[config.mk]
export PLATFORM = sky130hd
export DESIGN_NAME = wb_port_arbiter
export DESIGN_NICKNAME = d
export VERILOG_FILES = /design/src/rtl/wb_port_arbiter_pkg.sv /design/src/rtl/wb_pend_fifo.sv /design/src/rtl/wb_port_arbiter.sv
export SDC_FILE = /design/constraint.sdc
export NUM_CORES = 1
export LEC_CHECK = 0
export ABC_AREA = 1
export BUFFER_PORTS_ARGS = -buffer_cell sky130_fd_sc_hd__buf_2
export CAP_MARGIN = 20
export CORE_AREA = 2 2 154 156
export DETAILED_ROUTE_END_ITERATION = 6
export DIE_AREA = 0 0 156 158
export PLACE_DENSITY_LB_ADDON = 0.1
export SLEW_MARGIN = 20
export SYNTH_ARGS = -nofsm -noshare
export SYNTH_HDL_FRONTEND = slang
export SYNTH_SLANG_ARGS = --single-unit
[constraint.sdc]
create_clock -name clk_in -period 9.1 [get_ports clk_in]
set_clock_uncertainty 0.1 [all_clocks]
set_input_delay 1.82 -clock clk_in [delete_from_list [all_inputs] [get_ports clk_in]]
set_output_delay 1.82 -clock clk_in [all_outputs]
set_load 0.005 [all_outputs]
[src/rtl/wb_port_arbiter_pkg.sv]
// Shared types and constants for the register-file writeback arbiter.
package wb_port_arbiter_pkg;

  localparam int unsigned REG_ADDR_W = 5;
  localparam int unsigned XLEN       = 32;

  localparam logic [REG_ADDR_W-1:0] ZERO_REG = '0;

  typedef struct packed {
    logic [REG_ADDR_W-1:0] addr;
    logic [XLEN-1:0]       data;
  } wb_req_t;

endpackage

[src/rtl/wb_pend_fifo.sv]
// Circular pending FIFO for port B writeback results.
// Pointers carry one extra wrap bit so full and empty can be told apart.
module wb_pend_fifo
  import wb_port_arbiter_pkg::*;
#(
  parameter int unsigned DEPTH = 4
) (
  input  logic                                clk,
  input  logic                                rst,
  input  logic                                push,
  input  wb_req_t                             push_req,
  input  logic                                pop,
  output wb_req_t                             head,
  output logic                                empty,
  output logic                                full,
  output logic [DEPTH-1:0]                    entry_valid,
  output logic [DEPTH-1:0][REG_ADDR_W-1:0]    entry_addr
);

  localparam int unsigned AW      = $clog2(DEPTH);
  localparam logic [AW:0] PTR_ONE = (AW+1)'(1);

  logic [AW:0]               wr_ptr_q, wr_ptr_d;
  logic [AW:0]               rd_ptr_q, rd_ptr_d;
  logic [AW:0]               count;
  logic [AW-1:0]             offset;
  wb_req_t [DEPTH-1:0]       mem_q, mem_d;

  assign count = wr_ptr_q - rd_ptr_q;
  assign empty = (wr_ptr_q == rd_ptr_q);
  assign full  = (wr_ptr_q[AW] != rd_ptr_q[AW]) &&
                 (wr_ptr_q[AW-1:0] == rd_ptr_q[AW-1:0]);
  assign head  = mem_q[rd_ptr_q[AW-1:0]];

  // Next-state pointers and storage for push/pop.
  always_comb begin
    wr_ptr_d = wr_ptr_q;
    rd_ptr_d = rd_ptr_q;
    mem_d    = mem_q;
    if (push && !full) begin
      mem_d[wr_ptr_q[AW-1:0]] = push_req;
      wr_ptr_d                = wr_ptr_q + PTR_ONE;
    end
    if (pop && !empty) begin
      rd_ptr_d = rd_ptr_q + PTR_ONE;
    end
  end

  // An entry is live when its distance from the read pointer is below the count.
  always_comb begin
    offset      = '0;
    entry_valid = '0;
    entry_addr  = '0;
    for (int unsigned i = 0; i < DEPTH; i++) begin
      offset         = AW'(i) - rd_ptr_q[AW-1:0];
      entry_valid[i] = ({1'b0, offset} < count);
      entry_addr[i]  = mem_q[i].addr;
    end
  end

  // Pointer and storage registers; reset empties the queue immediately.
  always_ff @(posedge clk or posedge rst) begin
    if (rst) begin
      wr_ptr_q <= '0;
      rd_ptr_q <= '0;
      mem_q    <= '0;
    end else begin
      wr_ptr_q <= wr_ptr_d;
      rd_ptr_q <= rd_ptr_d;
      mem_q    <= mem_d;
    end
  end

endmodule

[src/rtl/wb_port_arbiter.sv]
// Shares the register-file write port between pipeline writeback (A) and
// the buffered load/multi-cycle return path (B). A has priority, bounded by a
// starvation limit and an ordering guard for same-register writes.
module wb_port_arbiter
  import wb_port_arbiter_pkg::*;
#(
  parameter int unsigned B_DEPTH      = 4,
  parameter int unsigned STARVE_LIMIT = 3
) (
  input  logic                  clk_in,
  input  logic                  rst_in,
  input  logic                  rdy_in,
  input  logic                  a_valid,
  input  logic [REG_ADDR_W-1:0] a_addr,
  input  logic [XLEN-1:0]       a_data,
  output logic                  a_ready,
  input  logic                  b_valid,
  input  logic [REG_ADDR_W-1:0] b_addr,
  input  logic [XLEN-1:0]       b_data,
  output logic                  b_ready,
  input  logic [REG_ADDR_W-1:0] busy_addr,
  output logic                  busy_hit,
  output logic                  write_enable,
  output logic [REG_ADDR_W-1:0] write_addr,
  output logic [XLEN-1:0]       write_data
);

  localparam int unsigned SW         = $clog2(STARVE_LIMIT + 1);
  localparam logic [SW-1:0] STARVE_MAX = SW'(STARVE_LIMIT);
  localparam logic [SW-1:0] STARVE_ONE = SW'(1);

  wb_req_t                             head;
  logic                                empty, full, nonempty;
  logic [B_DEPTH-1:0]                  entry_valid;
  logic [B_DEPTH-1:0][REG_ADDR_W-1:0]  entry_addr;
  logic                                b_push, force_b, conflict, grant_b, a_take;

  logic [SW-1:0]         starve_q, starve_d;
  logic                  write_enable_q, write_enable_d;
  logic [REG_ADDR_W-1:0] write_addr_q, write_addr_d;
  logic [XLEN-1:0]       write_data_q, write_data_d;

  wb_pend_fifo #(
    .DEPTH (B_DEPTH)
  ) u_fifo (
    .clk         (clk_in),
    .rst         (rst_in),
    .push        (b_push),
    .push_req    ('{addr: b_addr, data: b_data}),
    .pop         (grant_b),
    .head        (head),
    .empty       (empty),
    .full        (full),
    .entry_valid (entry_valid),
    .entry_addr  (entry_addr)
  );

  // Grant decision: B wins when forced, when A would overtake an older same-register write, or when A is idle.
  always_comb begin
    nonempty = !empty;
    b_ready  = rdy_in && !full;
    b_push   = b_valid && b_ready && (b_addr != ZERO_REG);
    force_b  = nonempty && (starve_q == STARVE_MAX);
    conflict = a_valid && nonempty && (a_addr == head.addr) && (a_addr != ZERO_REG);
    grant_b  = rdy_in && nonempty && (force_b || conflict || !a_valid);
    a_ready  = rdy_in && !grant_b;
    a_take   = a_valid && a_ready;
  end

  // Register-pending query against every live FIFO entry.
  always_comb begin
    busy_hit = 1'b0;
    if (busy_addr != ZERO_REG) begin
      for (int unsigned i = 0; i < B_DEPTH; i++) begin
        if (entry_valid[i] && (entry_addr[i] == busy_addr)) busy_hit = 1'b1;
      end
    end
  end

  // Next write-port contents and starvation count.
  always_comb begin
    write_enable_d = 1'b0;
    write_addr_d   = '0;
    write_data_d   = '0;
    starve_d       = starve_q;
    if (grant_b) begin
      write_enable_d = 1'b1;
      write_addr_d   = head.addr;
      write_data_d   = head.data;
    end else if (a_take && (a_addr != ZERO_REG)) begin
      write_enable_d = 1'b1;
      write_addr_d   = a_addr;
      write_data_d   = a_data;
    end
    if (rdy_in) begin
      if (grant_b || empty)          starve_d = '0;
      else if (starve_q != STARVE_MAX) starve_d = starve_q + STARVE_ONE;
    end
  end

  // Output registers and starve counter.
  always_ff @(posedge clk_in or posedge rst_in) begin
    if (rst_in) begin
      starve_q       <= '0;
      write_enable_q <= 1'b0;
      write_addr_q   <= '0;
      write_data_q   <= '0;
    end else begin
      starve_q       <= starve_d;
      write_enable_q <= write_enable_d;
      write_addr_q   <= write_addr_d;
      write_data_q   <= write_data_d;
    end
  end

  assign write_enable = write_enable_q;
  assign write_addr   = write_addr_q;
  assign write_data   = write_data_q;

endmodule

# Word-level counts from Yosys, hierarchy flattened

Index checks and enable logic that the tools add are counted.

Register bits after elaboration: 194
Bits of input ports: 84
Output and inout port bits: 41

Equality and inequality tests: 10
Magnitude comparators: 7
Reduce and logical (&&, ||, !) cells: 32
Add/sub/neg operators: 8
Muxes and demuxes: 18

Operators by type and width:

| kind                  | count |
|---|---|
| $bwmux W148           | 1 |
| $bmux W37 S2          | 1 |
| $demux W37 S2         | 1 |
| $mux W37              | 2 |
| $mux W32              | 2 |
| $eq A5 B5 Y1          | 5 |
| $logic_and A1 B1 Y1   | 20 |
| $reduce_bool A5 Y1    | 3 |
| $lt A2 B3 Y1          | 4 |
| $mux W5               | 2 |
| $mux W1               | 7 |
| $add A3 B1 Y3 const B | 2 |
| $lt A2 B3 Y1 const B  | 2 |
| $logic_not A1 Y1      | 4 |
| $mux W2               | 2 |
| $sub A1 B2 Y2 const A | 2 |
| $sub A2 B2 Y2 const A | 2 |
| $eq A3 B3 Y1          | 1 |
| $logic_or A1 B1 Y1    | 3 |
| $sub A3 B3 Y3         | 1 |
| $add A2 B1 Y2 const B | 1 |
| $eq A2 B2 Y1          | 1 |
| $eq A2 B2 Y1 const B  | 1 |
| $ge A2 B1 Y1 const B  | 1 |
| other kinds (4)       | 4 |

# Depth between registers and ports, before layout

Gate-level depths: netlist of the first run.

Depth in word-level cells: 14
Mapped depth: 15
Depth with buffers taken out: 13

# Cells and area by module

Synthesis of the first run repeated with hierarchy kept, for this count alone.

Cells, all modules: 1258
Area total of the unflattened synthesis: 10095.9 um^2

Modules (own cells, without submodules):

| module          | sequential area each (um^2) | cells an instance | times used | area an instance (um^2) |
|---|---|---|---|---|
| wb_pend_fifo    | 3853.7                      | 961               | 1          | 7821.3 |
| wb_port_arbiter | 1001.0                      | 297               | 1          | 2274.7 |

# Worst setup path after synthesis of the first run

Ideal clock, no wire load.

Kind: input -> output
From: input port a_addr[2]
To: output port a_ready
Path slack: 4324 ps
Data arrival time: 2856 ps
Required time: 7180 ps
Stages on the path: 10
Path through: nor3_1 nand3_1 nand2_1 nor2_1 nand3_1 nand2_2 nand2_4 buf_2 inv_1 nor2_1

Cells in the longest elaborated chain, start to end: 8
Elaborated cells between the ends (all ways): 9

RTL lines:

| item                               | line                  | source |
|---|---|---|
| start: declaration                 | wb_port_arbiter.sv:14 | `input logic [REG_ADDR_W-1:0] a_addr,` |
| $eq A5 B5 Y1                       | wb_port_arbiter.sv:64 | `conflict = a_valid && nonempty && (a_addr == head.addr) && (a_addr != ZERO_REG);` |
| $logic_and A1 B1 Y1                | wb_port_arbiter.sv:64 |  |
| $logic_and A1 B1 Y1 *              | wb_port_arbiter.sv:64 |  |
| $logic_or A1 B1 Y1 * (2 in series) | wb_port_arbiter.sv:65 | `grant_b = rdy_in && nonempty && (force_b \|\| conflict \|\| !a_valid);` |
| $logic_and A1 B1 Y1 *              | wb_port_arbiter.sv:65 |  |
| $logic_not A1 Y1 *                 | wb_port_arbiter.sv:66 | `a_ready = rdy_in && !grant_b;` |
| $logic_and A1 B1 Y1 *              | wb_port_arbiter.sv:66 |  |
| end: declaration                   | wb_port_arbiter.sv:16 | `output logic a_ready,` |

Every way passes the cells marked *; elsewhere a longest branch is shown, timed or not.

# Worst setup path in the final report of the first run

Same ends and word-level chain as after synthesis.

==> results.md, run 1 <==
- Core Region: 23,050 µm²
- Maximum vdd drop: roughly 0.13 mV
- Worst Hold End: u_fifo.mem_q[30]
- First DRT Iteration DRCs: 391
- DP HPWL: 12,800 µm
- Clock-pin slew on the worst setup and hold paths: 0.06 ns
- Commonest non-fill, non-tap cells in the layout: nand2_1 (199), dfrtp_1 (192), nor2_1 (149)
- Site Rows: 56
- Post-synthesis sequential area ratio: 53.37%
- Clk root buf: clkbuf_16
- Ant. Diodes: 0
- Run status: finished clean
- Max-slew violations: 0
- Clock buffer depth: 2
- R2r endpoint: write_data[31]
- Final Hold Viols: 0
- Port Buf Inserts: 124
- Global-route wire length before repair: 36,790 µm
- Max incr delay on CP: between 0.5 and 0.6 ns
- Worst Hold Class: reg -> reg
- Worst Hold Launch: u_fifo.mem_q[30]
- Pre-CTS setup slack: approximately 3.7 ns
- Period minus WS final: 5.379 ns
- CTS Buf Count: 17
- Mapped Nets: 1,167
- Setup-failing EPs final: 0
- Pin count of the biggest net entering global routing: 136
- CTS tree: yes
- CP cell instances: buf_2, nor3_1, nand3_1, nand2_1, nor2_1, nand3_1, nand2_2, nand2_4, inv_1, nor2_1, buf_2
- Final setup margin: 3.721 ns
- DRT Wirelength: between 20,000 and 25,000 µm
- DP Cell Count: 1,426
- Synthesized flop and latch total: about 190
- All-Layer GR Usage: 18.94%
- Final Non-Filler Cells: between 1,000 and 1,500
- Starting density of the core: 39.46%
- Critical path type: in -> out
- Reg2reg path depth: 12
- Clock Sinks: ~190
- Die width: 156 µm
- Worst rel slew slack: a little over a third
- Io pins: 125
- PostCTS Resize Cnt: 0
- Layout net count: 1,253
- Total gr overflow: 0
- Max-cap violations: 0
- DR vias/cell: 4.923
- Vias: 7,173
- Worst Path Required: 7.18 ns
- Period utilisation layout: 59.11%
- Unrepaired setup endpoints after global routing: no
- Slew of the pin with the lowest slew margin: 0.9674 ns
- Commonest non-fill, non-tap cell in the layout: nand2_1
- Die Height: ~160 µm
- Cells after Synth: 1,069
- Cell variety after synth: 31
- R2R Path Start: u_fifo.rd_ptr_q[0]
- Synthesized cell area: 9096 µm²
- DRC: 0
- Power per cell area: between 300 and 400 nW/µm²
- CP Launch Type: input port
- Slowest-stage cell, CP: nand2_4
- Syn avg cell area: 8.509 µm²
- Hold path depth: 2
- Largest family of logic cells by synthesized area: compound AO/OA/AOI/OAI gates
- CP endpoint kind: primary output
- WL per Instance: 15.18 µm
- CP max FO: 45
- WP buf/inv: 3
- Setup TNS: 0 ns
- Max Clk Rate: about 190 MHz
- Number of global-route vias before repair: 6,972
- Share of layout cells above drive strength 1: between 10% and 20%
- Proportion of synthesized area in mux cells: 0%
- Placer Congestion: 0.7993
- Hold buffer count at cts: 0
- H-tree levels: 4
- CP top delay family: simple AND/OR/NAND/NOR gates
- Critical Path AT: 3.46 ns
- Die Area: 24,650 µm²
- TritonRoute pass-1 iters: 5
- Antenna viol nets, final: 0
- Worst reg-to-reg setup slack: just over 5 ns
- Synth Area in Compound Gates: 18.46%
- Post-CTS Setup Bufs: 0
- Synthesis-to-finish area growth: 14.94%
- Pwr Total: roughly 3.6 mW
- Worst-Skew Late Latency: 0.42 ns
- Ys Warns: 0
- Post-synthesis simple-gate area fraction: between 10% and 20%
- P_leak: 5.396 nW
- Post-Synth XOR/XNOR Area: 1.926%
- Antenna violations before repair: 0
- Synth Area in Adders: 2.008%
-- cells in the mapped netlist --
cell,n,area (µm²)
o21ai_1,133,665.6
nor2_1,149,559.3
buf_4,3,22.52
nand4_1,4,25.02
clkbuf_1,20,75.07
a21oi_1,34,170.2
nand2_2,1,6.260
nand4_4,1,21.27
o21bai_1,3,22.52
or2_2,2,12.51
nand3_1,21,105.1
nor3_1,2,10.01
a31oi_2,1,12.51
inv_1,91,341.6
fa_1,1,20.02
nand2_1,203,762.0
nor4_1,5,31.28
ha_1,13,162.7
inv_2,3,11.26
xor2_1,13,113.9
a21oi_4,1,16.27
o2111ai_1,1,8.760
nand2_4,1,11.26
buf_2,39,195.2
o22ai_1,4,25.02
o21bai_2,29,326.6
dfrtp_1,194,4855
a31oi_1,1,6.260
o21ai_0,85,425.4
buf_1,4,15.01
xnor2_1,7,61.31
-- how the worst max path moves through the flow --
stage,slack [ns],startpoint,cells after the start,to
floorplan,1.90,rst_in,1,starve_q[0]
global placement,3.70,a_addr[2],11,a_ready
detailed placement,3.71,a_addr[2],11,a_ready
CTS,3.71,a_addr[2],11,a_ready
global route,3.42,u_fifo.rd_ptr_q[0],14,a_ready
finish,3.72,a_addr[2],11,a_ready
-- final cells by class --
class,count,area (µm²)
inverters,94,360.3
clock inverters,11,128.9
fillers,2318,12600
multi-input cells,715,3591
clock buffers,20,466.7
well taps,290,362.8
repair buffers,133,688.2
flip-flops and latches,194,4857
-- cell families after synthesis --
family	Yosys count
simple gates	389
flops	194
xor+xnor	20
fa+ha+maj	14
buf+inv	160
compound gates	292
-- where the power goes --
group | switching (mW) | leakage [nW] | internal (mW)
Clock | 0.337 | 0.282 | 0.428
Combinational | 0.820 | 2.66 | 0.537
Sequential | 0.204 | 2.45 | 1.25
-- flip-flops by register name (all words and copies together) (netlist names) --
name	cells
u_fifo.wr_ptr_q	3
write_addr	5
u_fifo.mem_q	128
write_enable	1
u_fifo.rd_ptr_q	3
starve_q	2
u_fifo.entry_addr	20
write_data	32
-- through the flow --
stage	hold WS (ns)	utilization, %	instance area [µm²]
after floorplan	0.3478	-	9096
after global placement	0.3656	42.77	9859
after detailed placement	0.3701	42.77	9859
after CTS	0.3868	45.35	10460
after global routing	0.4038	45.35	10460
final	0.3798	45.35	10460
-- tightest hold or removal path: stages, from the launching register on --
cell and delay (ns):
dfrtp_1 0.34, nand2_1 0.05, o21ai_0 0.06
-- routing by layer --
layer | up-vias | share of wire (%) | track usage, %
li1 | 3616 | - | -
met1 | 3417 | 49 | 25.86
met2 | 128 | 46 | 31.39
met3 | 12 | 3.3 | 3.531
met4 | 0 | 0.92 | 4.500
met5 | - | 0 | 0
Power figures use the tool's default switching activity.
==> run 2, diff against run 1 <==
==> constraint.sdc (replaced) <==
create_clock -name clk_in -period 5.5 [get_ports clk_in]
set_clock_uncertainty 0.1 [all_clocks]
set_input_delay 1.1 -clock clk_in [delete_from_list [all_inputs] [get_ports clk_in]]
set_output_delay 1.1 -clock clk_in [all_outputs]
set_load 0.005 [all_outputs]
==> run 2 against run 1 <==
Worst hold slack barely moved. Highest routed layer unchanged. Worst setup slack lost 2.3 ns. Clock power rose by 67%. Core utilization grew 0.23 points. Via count shrank 0.18%. Die area stayed put. Largest power group unchanged. Register-to-register slack worse by 2.9 ns.
==> results.md, run 2 (synthesis results as in run 1) <==
- Critical path type: reg -> out
- DR vias/cell: 4.894
- Power per cell area: approximately 570 nW/µm²
- Antenna viol nets, final: 0
- Global-route wire length before repair: 36,600 µm
- TritonRoute pass-1 iters: 5
- Max-cap violations: 0
- Period utilisation layout: between 70% and 80%
- Setup-failing EPs final: 0
- CP Launch Type: register
- DP HPWL: about 13,000 µm
- Slew of the pin with the lowest slew margin: 0.9118 ns
- Clk root buf: clkbuf_16
- First DRT Iteration DRCs: 399
- Port Buf Inserts: 124
- Max incr delay on CP: roughly 0.57 ns
- Site Rows: 56
- Number of global-route vias before repair: 6,842
- All-Layer GR Usage: 18.98%
- DRC: 0
- DRT Wirelength: 22,200 µm
- Post-CTS Setup Bufs: 0
- Reg with most FFs: u_fifo.mem_q
- Unrepaired setup endpoints after global routing: no
- Setup TNS: 0 ns
- Maximum vdd drop: 0.2002 mV
- Worst Hold Class: reg -> reg
- Commonest non-fill, non-tap cells in the layout: nand2_1 (199), dfrtp_1 (192), nor2_1 (149)
- Total gr overflow: 0
- Vias: around 7,200
- Hold buffer count at cts: 0
- Clock-pin slew on the worst setup and hold paths: about 0.070 ns
- Die Height: 158 µm
- PostCTS Resize Cnt: 0
- CTS tree: yes
- Filler Cells Inserted: roughly 2,300
- Starting density of the core: 39.46%
- Placer Congestion: around 0.8
- CP max FO: 42
- Die Area: 24,650 µm²
- Io pins: between 100 and 150
- Antenna violations before repair: 0
- WL per Instance: 15.18 µm
- Layout net count: 1,258
- Design area: roughly 11,000 µm²
- P_leak: 5.425 nW
- Share of layout cells above drive strength 1: 18.33%
- CP endpoint kind: primary output
- Final Non-Filler Cells: 1,463
- Final Hold Viols: 0
- Ant. Diodes: 0
- CTS Buf Count: 17
- Pin count of the biggest net entering global routing: 144
- Worst Path Required: 4.30 ns
- CP cell instances: buf_4, fa_1, ha_1, inv_1, nor2_1, nor2_1, o2111ai_1, a31oi_1, buf_2
- Worst-Skew Late Latency: 0.43 ns
- Run status: finished clean
- Die width: 156 µm
- DP Area: 9906 µm²
- Clock Sinks: ~190
- Max Clk Rate: 243.4 MHz
- DP Cell Count: ~1,400
- Synthesis-to-finish area growth: 15.52%
- Max reg flops: ~130
- Commonest non-fill, non-tap cell in the layout: nand2_1
- H-tree levels: 4
- Critical Path AT: just under 3 ns
- Period minus WS final: 4.109 ns
- Clock buffer depth: 2
- Top cell by count, worst path: nor2_1
- Worst rel slew slack: 39.12%
- Slowest-stage cell, CP: fa_1
- Core Region: about 23,000 µm²
- Multi-input logic area: roughly 3600 µm²
- FF/Latch Area: around 5000 µm²
- Max-slew violations: 0
## run 2: cell count changes in the layout (fill, tap and decap cells not counted)
cell       before  now
buf_12          0    1
buf_4           9   13
inv_8           2    0
clkbuf_8        3    1
clkinv_4        1    2
clkbuf_1        0    1
bufinv_16       2    3
clkinv_2        2    4
## run 2: critical path, delay by kind of cell (launching register included)
kind                     cells  cell delay, ns
flip-flops                   1            0.37
adder cells (fa/ha/maj)      2            0.89
AND/OR/NAND/NOR              2            0.11
AO/OA/AOI/OAI                2            0.38
buffers and inverters        3            0.71
## run 2: final cells by class
cell class	count	share of cell area, %
clock buffer	19	4.215
timing repair buffer	138	7.025
clock inverter	13	1.512
inverter	94	3.394
multi-input combinational	715	34.17
sequential	194	46.23
tap	290	3.453
## run 2: per-layer routing
layer | GRT usage, % | part of all wire (%)
met1 | 26.88 | 49
met2 | 29.88 | 45
met3 | 3.778 | 4.2
met4 | 5.024 | 1.6
met5 | 0 | 0
## run 2: metrics by stage
stage / setup slack, ns / total power, mW / util [%] / hold slack, ns
2_1_floorplan: 1.796 / 4.068 / - / 0.3478
3_3_place_gp: 1.895 / 4.682 / 42.97 / 0.3604
3_5_place_dp: 1.855 / 4.716 / 42.97 / 0.3678
4_1_cts: 1.379 / 6.017 / 45.58 / 0.3845
5_1_grt: 1.179 / 6.516 / 45.58 / 0.4027
6_report: 1.391 / 5.954 / 45.58 / 0.3800
## run 2: path summary, 6_finish.rpt
path / endpoint / depth (start not counted) / from / slack, ns
setup / recovery: busy_hit / 9 / u_fifo.rd_ptr_q[1] / 1.39
hold / removal: u_fifo.mem_q[112] / 2 / u_fifo.mem_q[112] / 0.38
setup reg to reg: write_data[0] / 13 / u_fifo.rd_ptr_q[1] / 2.18
hold reg to reg: u_fifo.mem_q[112] / 2 / u_fifo.mem_q[112] / 0.38
max in group asynchronous: u_fifo.rd_ptr_q[0] / 3 / rst_in / 3.88
min in group asynchronous: write_enable / 3 / rst_in / 0.78
## run 2: report_power, final
part | total, mW | leakage (nW) | switching, mW | internal (mW)
sequential | 2.42 | 2.45 | 0.350 | 2.07
combinational | 2.25 | 2.68 | 1.36 | 0.895
clock | 1.28 | 0.289 | 0.554 | 0.728
